## src/rtl/tdm_demux_1x4_if.sv

```systemverilog
// Bus bundle for the 1:4 TDM demultiplexer.
//   din, din_valid, frame_sync : multiplexed sample stream into the demux
//   y0..y3                     : rebuilt channels, held between frames
//   sel                        : next expected slot {s1,s0}
//   frame_valid                : one-cycle pulse when y0..y3 update
//   sync_err                   : one-cycle pulse on a frame_sync violation
// master = stream source / channel consumer side, slave = demux side.
interface tdm_demux_1x4_if #(
  parameter int WIDTH = 1
);
  logic [WIDTH-1:0] din;
  logic             din_valid;
  logic             frame_sync;
  logic [WIDTH-1:0] y0, y1, y2, y3;
  logic [1:0]       sel;
  logic             frame_valid;
  logic             sync_err;

  modport master (
    output din, din_valid, frame_sync,
    input  y0, y1, y2, y3, sel, frame_valid, sync_err
  );

  modport slave (
    input  din, din_valid, frame_sync,
    output y0, y1, y2, y3, sel, frame_valid, sync_err
  );
endinterface

```

## src/rtl/tdm_demux_1x4.sv

```systemverilog
// tdm_demux_1x4: receive end of a 4:1 time-division mux link.
// Rebuilds four channels from one sample stream (slot 0 marked by
// frame_sync) and presents all four together once per complete frame.
//   clk   : rising-edge clock
//   rst_n : asynchronous active-low reset
//   bus   : tdm_demux_1x4_if.slave (din/din_valid/frame_sync in;
//           y0..y3, sel, frame_valid, sync_err out)
module tdm_demux_1x4 #(
  parameter int WIDTH = 1
) (
  input  logic           clk,
  input  logic           rst_n,
  tdm_demux_1x4_if.slave bus
);

  typedef enum logic {HUNT, LOCK} state_t;

  state_t                state;
  // Slots 0..2 wait here; slot 3 goes straight from din to y3 so the
  // whole frame lands on the outputs in a single edge.
  logic [2:0][WIDTH-1:0] shadow;
  logic                  rst_meta_n, rst_sync_n;

  // Assert asynchronously, release synchronously to clk.
  always_ff @(posedge clk or negedge rst_n) begin
    if (!rst_n) begin
      rst_meta_n <= 1'b0;
      rst_sync_n <= 1'b0;
    end else begin
      rst_meta_n <= 1'b1;
      rst_sync_n <= rst_meta_n;
    end
  end

  always_ff @(posedge clk or negedge rst_sync_n) begin
    if (!rst_sync_n) begin
      state           <= HUNT;
      shadow          <= '0;
      bus.y0          <= '0;
      bus.y1          <= '0;
      bus.y2          <= '0;
      bus.y3          <= '0;
      bus.sel         <= 2'd0;
      bus.frame_valid <= 1'b0;
      bus.sync_err    <= 1'b0;
    end else begin
      bus.frame_valid <= 1'b0;
      bus.sync_err    <= 1'b0;
      if (bus.din_valid) begin
        unique case (state)
          HUNT: begin
            // Samples before the first frame_sync are dropped silently.
            if (bus.frame_sync) begin
              shadow[0] <= bus.din;
              bus.sel   <= 2'd1;
              state     <= LOCK;
            end
          end
          LOCK: begin
            if (bus.sel == 2'd0) begin
              if (bus.frame_sync) begin
                shadow[0] <= bus.din;
                bus.sel   <= 2'd1;
              end else begin
                // Lost alignment: go back to hunting for frame_sync.
                bus.sync_err <= 1'b1;
                bus.sel      <= 2'd0;
                state        <= HUNT;
              end
            end else if (bus.frame_sync) begin
              // Early sync: abandon the partial frame, restart at slot 0.
              bus.sync_err <= 1'b1;
              shadow[0]    <= bus.din;
              bus.sel      <= 2'd1;
            end else if (bus.sel == 2'd3) begin
              bus.y0          <= shadow[0];
              bus.y1          <= shadow[1];
              bus.y2          <= shadow[2];
              bus.y3          <= bus.din;
              bus.frame_valid <= 1'b1;
              bus.sel         <= 2'd0;
            end else begin
              shadow[bus.sel] <= bus.din;
              bus.sel         <= bus.sel + 2'd1;
            end
          end
          default: state <= HUNT;
        endcase
      end
    end
  end

endmodule

```

## src/flat_wrapper.sv

```systemverilog
// flat-port wrapper written by rule: the top's interface ports become plain ports
module tdm_demux_1x4_flat 
#(
  parameter int WIDTH = 1
)
  (clk, rst_n, bus_din, bus_din_valid, bus_frame_sync, bus_y0, bus_y1, bus_y2, bus_y3, bus_sel, bus_frame_valid, bus_sync_err);
  tdm_demux_1x4_if #(.WIDTH(WIDTH)) bus_i ();
  input  logic clk;
  input  logic rst_n;
  input wire logic [$bits(bus_i.din)-1:0] bus_din;
  input wire logic [$bits(bus_i.din_valid)-1:0] bus_din_valid;
  input wire logic [$bits(bus_i.frame_sync)-1:0] bus_frame_sync;
  output wire logic [$bits(bus_i.y0)-1:0] bus_y0;
  output wire logic [$bits(bus_i.y1)-1:0] bus_y1;
  output wire logic [$bits(bus_i.y2)-1:0] bus_y2;
  output wire logic [$bits(bus_i.y3)-1:0] bus_y3;
  output wire logic [$bits(bus_i.sel)-1:0] bus_sel;
  output wire logic [$bits(bus_i.frame_valid)-1:0] bus_frame_valid;
  output wire logic [$bits(bus_i.sync_err)-1:0] bus_sync_err;
  assign bus_i.din = bus_din;
  assign bus_i.din_valid = bus_din_valid;
  assign bus_i.frame_sync = bus_frame_sync;
  assign bus_y0 = bus_i.y0;
  assign bus_y1 = bus_i.y1;
  assign bus_y2 = bus_i.y2;
  assign bus_y3 = bus_i.y3;
  assign bus_sel = bus_i.sel;
  assign bus_frame_valid = bus_i.frame_valid;
  assign bus_sync_err = bus_i.sync_err;
  tdm_demux_1x4 #(.WIDTH(WIDTH)) u_core (.clk(clk), .rst_n(rst_n), .bus(bus_i));
endmodule
```

## config.mk

```make
export PLATFORM = sky130hd
export DESIGN_NAME = tdm_demux_1x4_flat
export DESIGN_NICKNAME = d
export VERILOG_FILES = /design/src/rtl/tdm_demux_1x4_if.sv /design/src/rtl/tdm_demux_1x4.sv /design/src/flat_wrapper.sv
export SDC_FILE = /design/constraint.sdc
export NUM_CORES = 1
export LEC_CHECK = 0
export CAP_MARGIN = 20
export CELL_PAD_IN_SITES_DETAIL_PLACEMENT = 0
export CELL_PAD_IN_SITES_GLOBAL_PLACEMENT = 1
export CORE_MARGIN = 5
export CORE_UTILIZATION = 25
export CTS_BUF_LIST = sky130_fd_sc_hd__clkbuf_4
export CTS_CLUSTER_SIZE = 40
export DETAILED_ROUTE_END_ITERATION = 7
export PLACE_DENSITY = 0.55
export SETUP_SLACK_MARGIN = 0.5
export SYNTH_ARGS = -nofsm -noshare
export SYNTH_HDL_FRONTEND = slang
export SYNTH_SLANG_ARGS = --single-unit
```

## constraint.sdc

```tcl
create_clock -name clk -period 0.8 [get_ports clk]
set_input_delay 0.12 -clock clk [delete_from_list [all_inputs] [get_ports clk]]
set_output_delay 0.12 -clock clk [all_outputs]
set_load 0.05 [all_outputs]
```

Word-level counts from Yosys, hierarchy flattened:

Cells that the tools add are included.
Widths: inputs -> output; s select.

* input bits: 5
* output and inout bits: 8
* register bits: 14

* magnitude comparators: 2
* reductions and logical operators: 6
* add/sub/neg operators: 1
* bitwise operators: 4
* muxes and demuxes: 26
* equal/unequal tests: 3

Operator list (number)
* $mux 1: 17
* $reduce_and 5->1: 2
* $mux 2: 4
* $ne 4x4->1 const B: 1
* $not 1->1: 4
* $pmux 1 s2: 2
* $pmux 2 s2: 1
* $reduce_and 2->1: 2
* $bwmux 3: 1
* $lt 2x3->1 const B: 1
* $add 2x1->2 const B: 1
* $demux 1 s2: 1
* $eq 2x2->1 const B: 1
* $ge 2x1->1 const B: 1
* $logic_not 2->1: 1
* $ne 2x2->1 const B: 1
* $logic_and 1x1->1: 1

Longest topological paths before layout:

Gate-level depths: netlist of run 1.

* depth in word-level cells: 9
* mapped depth: 6

Worst setup path before layout of run 1:

Ideal clock, no wire load.

* kind: reg2reg
* from: register u_core.bus.sel[0]
* to: register u_core.bus.sel[0]
* data arrival time: 1880 ps
* clock period less this slack: 2004 ps
* stages on the path, launching flop included: 7
* slack: -1204 ps
* setup time: 124 ps
* path through: dfrtp_1 inv_1 ha_1 ha_1 or3b_2 a21oi_1 a21oi_1

* longest elaborated chain between the ends: 5
* elaborated cells between the ends (all ways): 7
* those cells by class: 1 x add/sub; 1 x eq/ne; 4 x mux; 1 x reduce/logical

Ends and longest elaborated chain
* start, declared: line tdm_demux_1x4_if.sv:26 `output y0, y1, y2, y3, sel, frame_valid, sync_err`
* start signal, assigned: line tdm_demux_1x4.sv:84 `bus.sel <= bus.sel + 2'd1;`
* $add 2x1->2 / $eq 2x2->1 (equally long branches): line tdm_demux_1x4.sv:84, tdm_demux_1x4.sv:75
* $mux 2: line tdm_demux_1x4.sv:75 `end else if (bus.sel == 2'd3) begin`
* $mux 2: line tdm_demux_1x4.sv:70 `end else if (bus.frame_sync) begin`
* $mux 2 (*): line tdm_demux_1x4.sv:60 `if (bus.sel == 2'd0) begin`
* $pmux 2 s2 (*): line tdm_demux_1x4.sv:50 `unique case (state)`

Mark *: on every way between the ends. The rest lies on a longest branch, timed or not.
A chain may end at the register's enable or synchronous reset.

Worst setup path after layout of run 1:

Ends and elaborated chain as after synthesis.

==> results.ini, run 1 <==
[outcome]
outcome=finished, violations left
violations=hold timing, setup timing

[worst_setup_path]
critical_path.cell_chain=inv_4 > ha_4 > ha_4 > or3b_4 > a21oi_2 > a21oi_1
cp.arrival_ns=1.61
critPathLaunchType=flop
cp_num_buf_inv=1
crit_path_max_fanout=3
slowest_delay_ns=0.41
cp-end-kind=flop
cp_common_cell=ha_4
path_class=flop to flop
worstPathRequired_ns=0.97
crit_family=flip-flops
cp_slowest_cell=dfrtp_2

[grt]
grt_first_pass_wirelength_mm=2.57
grt_use_total_pct=9.64
use_met2_pct=17.1
grt_pass1_vias=537
use_met3_pct=3.35
grt-ovfl-total=0
busiest_layer=met2
grt_start_max_net_pins=9
grtUsageMet1_pct=10.9
antenna_found_initial=0

[synth]
syn-cell-area_sq_um=654
synthCells=50
ys_types=18
ys_ff_latch=14
yosysSeqAreaShare_pct=53.5
syn_area_per_cell_sq_um=13.1
synth_warnings=0
syn-num-nets=62

[detailed_routing]
antenna_left=0
drt_pass1_iterations=3
wl_per_cell_um=12.3
vias_per_cell=4.23
vias=516
drc_errors=0
routed_wl_mm=1.50
drt_iter0_drc=1

[timing]
setup_viol=19
worst_clock_skew_ns=0.00139
finalCriticalPeriod_ns=1.43
rsz0062_at_grt=true
tns_ns=-7.74
final_hold_viol_count=2
slew_viol_final=0
hold_ws_ns=-0.00872
max_freq_mhz=697
fin_ws_ns=-0.634
period_share_pct=179

[cts]
path_clk_slew_ns=0.09
clock-sinks=14
cts_inserted_buffers=3
cts-root-buf=clkbuf_4
h-tree-depth=1
cts_tree=done
insertion_delay_ns=0.28
clk_path_buf_depth=2

[power]
ir_worst_vdd_v=0.00236
finalPower_mw=4.51
leakage_nw=0.597
powerDensity_mw_per_mm2=3460

[finish]
multi_input_area_sq_um=395
fin_cells=122
area_growth_syn_to_layout_pct=99.6
fillerInstances=224
drive_above_1_share_pct=70.7
nets=105
regArea_sq_um=357
antennaDiodeCount=0

[floorplan]
dieArea_sq_mm=0.00374
fp.coreArea_sq_mm=0.00250
rows=18
io_pins=13
initial_utilization_pct=26.2
dieWidth_um=61.2
die_h_um=61.2

[placed_design]
place.gp.congestion=0.749
io_buffers=12
pre_cts_slack_ns=-0.828
hpwlAfterDp_mm=1.04
numPlacedInstances=106

[worst_hold_path]
hold_class=input pin to asynchronous set/reset pin

[flow_run]
cap_violations=0

[worst paths after layout]
path	start	end	slack, ns	depth (start not counted)
setup / recovery	u_core.bus.sel[0]	u_core.bus.sel[0]	-0.63	6
hold / removal	rst_n	u_core.rst_meta_n	-0.009	1
setup reg to reg	u_core.bus.sel[0]	u_core.bus.sel[0]	-0.63	6
hold reg to reg	u_core.rst_sync_n	u_core.state	0.28	2
max in group asynchronous	u_core.rst_sync_n	u_core.bus.frame_valid	0.41	2
min in group clk	bus_din_valid	u_core.bus.sync_err	0.20	4
[metrics by stage]
step | cell area (sq um) | utilization, %
floorplan | 744 | -
global placement | 1070 | 42.8
detailed placement | 1070 | 42.8
CTS | 1290 | 51.5
global route | 1310 | 52.3
finish | 1310 | 52.3
[registers in the layout, summed over array words and instances, names as in the netlist]
signal and cells:
u_core.bus.y1 1, u_core.bus.y2 1, u_core.shadow 3, u_core.bus.y3 1
u_core.bus.frame_valid 1, u_core.rst_meta_n 1, u_core.state 1, u_core.bus.y0 1
u_core.bus.sync_err 1, u_core.bus.sel 2, u_core.rst_sync_n 1
[power breakdown]
part | switching, mW | total (mW) | internal [mW]
sequential | 0.229 | 1.18 | 0.949
combinational | 1.23 | 2.92 | 1.69
clock | 0.237 | 0.418 | 0.181
total | 1.70 | 4.51 | 2.82
[layer usage]
metal | routed length, um | vias up | part of all wire (%)
li1 | - | 257 | -
met1 | 604 | 245 | 40
met2 | 789 | 12 | 53
met3 | 96 | 2 | 6.4
met4 | 12 | 0 | 0.80
met5 | 0 | - | 0
[synth_stat cells, drive strengths merged]
library cell | count | area share, %
dfrtp | 14 | 54
ha | 7 | 13
mux2 | 7 | 12
nand2 | 4 | 2.7
a21oi | 3 | 2.3
inv | 3 | 1.7
o22ai | 2 | 1.9
a31oi | 1 | 0.96
and4b | 1 | 1.5
clkbuf | 1 | 0.76
conb | 1 | 0.57
nand2b | 1 | 0.96
nand3 | 1 | 0.76
nor2 | 1 | 0.57
nor4b | 1 | 3.6
o22a | 1 | 1.3
or3b | 1 | 1.3
[layout by cell type, fill, tap and decap left out]
cell | synthesis | final
buf_4 | 0 | 16
buf_12 | 0 | 10
dfrtp_1 | 14 | 9
buf_6 | 0 | 8
mux2_4 | 0 | 7
ha_4 | 0 | 5
dfrtp_2 | 0 | 5
clkbuf_4 | 0 | 3
inv_4 | 0 | 2
nand2_1 | 3 | 2
o22ai_1 | 2 | 2
a21oi_1 | 3 | 2
ha_1 | 7 | 2
clkdlybuf4s50_1 | 0 | 2
inv_1 | 3 | 1
nand2_2 | 1 | 1
nor2_1 | 1 | 1
nor4b_4 | 1 | 1
nand2_4 | 0 | 1
and4b_1 | 1 | 1
nand2b_1 | 1 | 1
or3b_4 | 0 | 1
a21oi_2 | 0 | 1
a31oi_1 | 1 | 1
nand3_2 | 0 | 1
o22a_1 | 1 | 1
clkinv_1 | 0 | 1
buf_16 | 0 | 1
clkbuf_2 | 1 | 1
clkdlybuf4s15_2 | 0 | 1
conb_1 | 1 | 1
[area by class of cell]
class / count / area share (%)
repair buffers: 39 / 36.3
inverters: 3 / 1.25
flip-flops and latches: 14 / 27.3
clock inverters: 1 / 0.287
clock buffers: 3 / 1.72
well taps: 30 / 2.87
multi-input cells: 32 / 30.3
[repair_timing]
item                                    4_1_cts  5_1_grt
pin swaps                                     8        4
endpoints found under the setup margin       33       33
endpoints found under the hold margin         2        2
resized for setup                            22        2
cloned                                        1        0
buffers inserted                             10        1
[cells by family after synthesis]
kind of cell	after synthesis	synth area share [%]
muxes	7	12.0
AOI/OAI and AO/OA	7	6.50
adders and majority gates	7	13.4
and+or+nand+nor	10	11.5
DFF	14	53.5
other	1	0.573
buffers and inverters	4	2.48
No activity file was read; power rests on OpenSTA's default activity.
==> run 2, diff against run 1 <==
--- a/config.mk
+++ b/config.mk
@@ -9,11 +9,11 @@
 export CELL_PAD_IN_SITES_DETAIL_PLACEMENT = 0
 export CELL_PAD_IN_SITES_GLOBAL_PLACEMENT = 1
 export CORE_MARGIN = 5
-export CORE_UTILIZATION = 25
+export CORE_UTILIZATION = 28
 export CTS_BUF_LIST = sky130_fd_sc_hd__clkbuf_4
 export CTS_CLUSTER_SIZE = 40
 export DETAILED_ROUTE_END_ITERATION = 7
-export PLACE_DENSITY = 0.55
+export PLACE_DENSITY = 0.6
 export SETUP_SLACK_MARGIN = 0.5
 export SYNTH_ARGS = -nofsm -noshare
 export SYNTH_HDL_FRONTEND = slang
==> run 2 against run 1 <==
The flow still finishes with violations (hold timing, setup timing). Register-to-register slack about the same. Sequential share of layout area is 0.66 points lower. First-iteration DRC count grew to 4.0 times the previous value. Cell area is 2.5% higher. Power grew 6.8%. Largest cell class unchanged.
==> results.ini, run 2 (synthesis gave the netlist of run 1 again) <==
[outcome]
outcome=finished, violations left
violations=hold timing, setup timing

[detailed_routing]
drt_iter0_drc=4
drc_errors=0
antenna_left=0
routed_wl_mm=1.60
wl_per_cell_um=13.2
vias_per_cell=4.29
drt_pass1_iterations=4
vias=519

[cts]
cts_tree=done
path_clk_slew_ns=0.08
cts-root-buf=clkbuf_4
clock-sinks=14
h-tree-depth=1
clk_path_buf_depth=2
cts_inserted_buffers=3
insertion_delay_ns=0.27

[floorplan]
fp.coreArea_sq_mm=0.00221
dieWidth_um=58.3
io_pins=13
die_h_um=58.3
initial_utilization_pct=29.6
dieArea_sq_mm=0.00340
rows=17

[timing]
slew_viol_final=0
rsz0062_at_grt=true
max_freq_mhz=704
setup_viol=19
finalCriticalPeriod_ns=1.42
tns_ns=-7.86
period_share_pct=177
final_hold_viol_count=2
hold_ws_ns=-0.00157
worst_clock_skew_ns=0.000652
fin_ws_ns=-0.620

[finish]
fillerInstances=174
layout_common_cells=15 x buf_4, 11 x buf_6, 9 x buf_12, 9 x dfrtp_1, 7 x mux2_4
largestRegisters=u_core.shadow: 3 flops, u_core.bus.sel: 2 flops
final_area_sq_mm=0.00134
final_common_cell=buf_4
top_register=u_core.shadow
nets=106
fin_cells=121
antennaDiodeCount=0
final_util_pct=60.5
area_growth_syn_to_layout_pct=105
largest_register_ffs=3
drive_above_1_share_pct=73.1

[worst_setup_path]
crit_family=flip-flops
r2r_cells=6
crit_path_max_fanout=3
reg2reg_setup_slack_ns=-0.62
worstPathRequired_ns=0.96
cp_slowest_cell=dfrtp_2
critPathLaunchType=flop
cp_num_buf_inv=1
critical_path.cell_chain=inv_4 > ha_4 > ha_4 > or3b_4 > a21oi_2 > a21oi_1
cp.arrival_ns=1.58
slowest_delay_ns=0.40
path_class=flop to flop
cp_common_cell=ha_4
cp-end-kind=flop
cp.depth=6

[flow_run]
cap_violations=0

[power]
leakage_nw=0.604
powerDensity_mw_per_mm2=3600
finalPower_mw=4.82
ir_worst_vdd_v=0.00211

[placed_design]
pre_cts_slack_ns=-0.872
place.gp.congestion=0.705
numPlacedInstances=102
io_buffers=12
hpwlAfterDp_mm=1.04
dpl_cell_area_sq_mm=0.00105

[worst_hold_path]
hold_class=input pin to asynchronous set/reset pin

[grt]
antenna_found_initial=0
grt-ovfl-total=0
grt_start_max_net_pins=9
grt_use_total_pct=10.9
grt_first_pass_wirelength_mm=2.78
grt_pass1_vias=578

==> run 2: cell type report <==
class                      count  area (sq um)  share of cell area, %
clock inverter                 1          3.75                  0.280
clock buffer                   3          22.5                   1.68
sequential                    14           357                   26.6
inverter                       3          16.3                   1.21
multi-input combinational     32           418                   31.2
tap                           28          35.0                   2.62
timing repair buffer          40           487                   36.4
==> run 2: power by group <==
group	internal [mW]	total (mW)	leakage, nW	switching (mW)
sequential	0.950	1.17	0.168	0.217
clock	0.180	0.396	0.0154	0.216
combinational	1.88	3.26	0.420	1.38
==> run 2: timing repair <==
action                                  4_1_cts  5_1_grt
pin swaps                                     7        6
setup buffers                                13        1
hold endpoints to repair                      2        2
endpoints found under the setup margin       33       33
cloned                                        1        0
gates resized for setup                      26        4
==> run 2: worst paths after layout <==
path | startpoint | endpoint
min in group clk | bus_din_valid | u_core.bus.sync_err
worst min register to register | u_core.rst_sync_n | u_core.bus.frame_valid
worst min-delay path | rst_n | u_core.rst_meta_n
worst max register to register | u_core.bus.sel[0] | u_core.bus.sel[0]
max in group asynchronous | u_core.rst_sync_n | u_core.bus.y0
worst max-delay path | u_core.bus.sel[0] | u_core.bus.sel[0]
==> run 2: routing by layer <==
layer / vias to the layer above / global-route usage (%) / share of wire [%]
met3: 0 / 1.75 / 3.4
met4: 0 / 4.97 / 0
li1: 259 / - / -
met5: - / 0 / 0
met2: 8 / 17.7 / 51
met1: 252 / 14.2 / 46
==> run 3, diff against run 2 <==
--- a/config.mk
+++ b/config.mk
@@ -14,7 +14,8 @@
 export CTS_CLUSTER_SIZE = 40
 export DETAILED_ROUTE_END_ITERATION = 7
 export PLACE_DENSITY = 0.6
-export SETUP_SLACK_MARGIN = 0.5
+export SETUP_SLACK_MARGIN = 0.4
+export SLEW_MARGIN = 20
 export SYNTH_ARGS = -nofsm -noshare
 export SYNTH_HDL_FRONTEND = slang
 export SYNTH_SLANG_ARGS = --single-unit
==> run 3 against run 2 <==
The run ends with setup timing left. Non-clock buffer count shrank 3. Sequential share of layout area grew 1.0 points. Utilization shrank 2.3 points. Flip-flop and latch count is the same. Count of clock-buffer cells in the layout is the same. Critical path depth is the same. Final cell count shrank 2.5%. Critical path type unchanged. Critical endpoint unchanged.
==> results.ini, run 3 (synthesis gave the netlist of run 1 again) <==
[outcome]
outcome=finished, violations left
violations=setup timing

[worst_setup_path]
cp_num_buf_inv=1
cp.depth=6
cp.arrival_ns=1.58
crit_path_max_fanout=3
r2r_start=u_core.bus.sel[0]
critical_path.cell_chain=inv_4 > ha_4 > ha_4 > or3b_4 > a21oi_2 > a21oi_1
crit_end=u_core.bus.sel[0]
r2r_cells=6
cp_common_cell=ha_4
reg2reg_setup_slack_ns=-0.62
worstPathRequired_ns=0.96
cp-end-kind=flop
critPathLaunchType=flop
path_class=flop to flop
crit_start=u_core.bus.sel[0]
crit_family=flip-flops
slowest_delay_ns=0.40
cp_slowest_cell=dfrtp_2
r2r-end=u_core.bus.sel[0]

[power]
powerDensity_mw_per_mm2=3710
leakage_nw=0.579
ir_worst_vdd_v=0.00211
finalPower_mw=4.78

[finish]
top_register=u_core.shadow
multi_input_area_sq_um=418
largest_register_ffs=3
nets=103
regArea_sq_um=357
layout_common_cells=15 x buf_4, 9 x buf_12, 9 x buf_6, 9 x dfrtp_1, 7 x mux2_4
final_area_sq_mm=0.00129
area_growth_syn_to_layout_pct=96.9
final_common_cell=buf_4
drive_above_1_share_pct=72.2
antennaDiodeCount=0
final_util_pct=58.3
largestRegisters=u_core.shadow: 3 flops, u_core.bus.sel: 2 flops
fillerInstances=184

[placed_design]
place.gp.congestion=0.705
dpl_cell_area_sq_mm=0.00105
hpwlAfterDp_mm=1.04
pre_cts_slack_ns=-0.872
io_buffers=12

[cts]
cts-root-buf=clkbuf_4
h-tree-depth=1
cts_inserted_buffers=3
cts_tree=done
clock-sinks=14
clk_path_buf_depth=2
insertion_delay_ns=0.27
path_clk_slew_ns=0.08

[timing]
tns_ns=-7.86
max_freq_mhz=704
finalCriticalPeriod_ns=1.42
setup_viol=19
period_share_pct=177
rsz0062_at_grt=true
fin_ws_ns=-0.620
final_hold_viol_count=0
slew_viol_final=0
worst_clock_skew_ns=0.00211

[floorplan]
die_h_um=58.3
io_pins=13
dieArea_sq_mm=0.00340
initial_utilization_pct=29.6
dieWidth_um=58.3
fp.coreArea_sq_mm=0.00221
rows=17

[grt]
antenna_found_initial=0
grt_pass1_vias=545
use_met2_pct=16.3
grt_use_total_pct=10.3
use_met3_pct=1.54
grt-ovfl-total=0
grt_first_pass_wirelength_mm=2.63
busiest_layer=met2
grtUsageMet1_pct=13.8
grt_start_max_net_pins=13

[detailed_routing]
drc_errors=0
antenna_left=0
drt_iter0_drc=4
drt_pass1_iterations=4
routed_wl_mm=1.53
vias=502
vias_per_cell=4.25
wl_per_cell_um=13.0

[flow_run]
cap_violations=0

[worst_hold_path]
hold_class=input pin to asynchronous set/reset pin

run 3: changes by cell type in the layout (fill, tap and decap cells not counted):
cell,before,now
buf_6,11,9
buf_16,1,0
run 3: worst reg2reg max path, delay by kind of cell, from the launching register on:
family	cells	cell delay (ns)
adder cells (fa/ha/maj)	2	0.31
AND/OR/NAND/NOR	1	0.36
flip-flops	1	0.40
AO/OA/AOI/OAI	2	0.17
buffers and inverters	1	0.06
run 3: what timing repair did:
item	in CTS	in global routing
gates resized for setup	23	4
endpoints found under the setup margin	21	33
pin swaps	7	6
gates cloned	0	0
endpoints found under the hold margin	2	2
setup buffers	10	2
run 3: how the worst min path moves through the flow:
| stage | end | slack [ns] |
|---|---|---|
| 6_report | u_core.rst_meta_n | 0.00003 |
| 5_1_grt | u_core.rst_meta_n | -0.002 |
| 3_5_place_dp | u_core.shadow[2] | 0.15 |
| 3_3_place_gp | u_core.shadow[2] | 0.15 |
| 4_1_cts | u_core.rst_meta_n | -0.009 |
| 2_1_floorplan | u_core.rst_meta_n | -0.18 |
run 3: per-layer routing:
metal  wire length [um]  up-vias
li1                   -      254
met1                702      240
met2                777        8
met3                 53        0
met4                  0        0
met5                  0        -
run 3: final cells by class:
type                            count  share of cell area [%]
Tap cell                           28                    2.72
Inverter                            3                    1.26
Clock buffer                        3                    1.75
Timing Repair Buffer               37                    33.9
Multi-Input combinational cell     32                    32.4
Sequential cell                    14                    27.7
Clock inverter                      1                   0.291
run 3: stage by stage:
step / cells / hold WS, ns
after floorplan: 50 / -0.176
after global placement: 102 / 0.147
after detailed placement: 102 / 0.147
after CTS: 116 / -0.00917
after global routing: 118 / -0.00174
final: 118 / 0.0000339
run 3: report_power, final:
group | switching, mW | internal, mW | total (mW)
Sequential | 0.213 | 0.950 | 1.16
Combinational | 1.37 | 1.86 | 3.23
Clock | 0.215 | 0.180 | 0.395
Total | 1.80 | 2.99 | 4.78
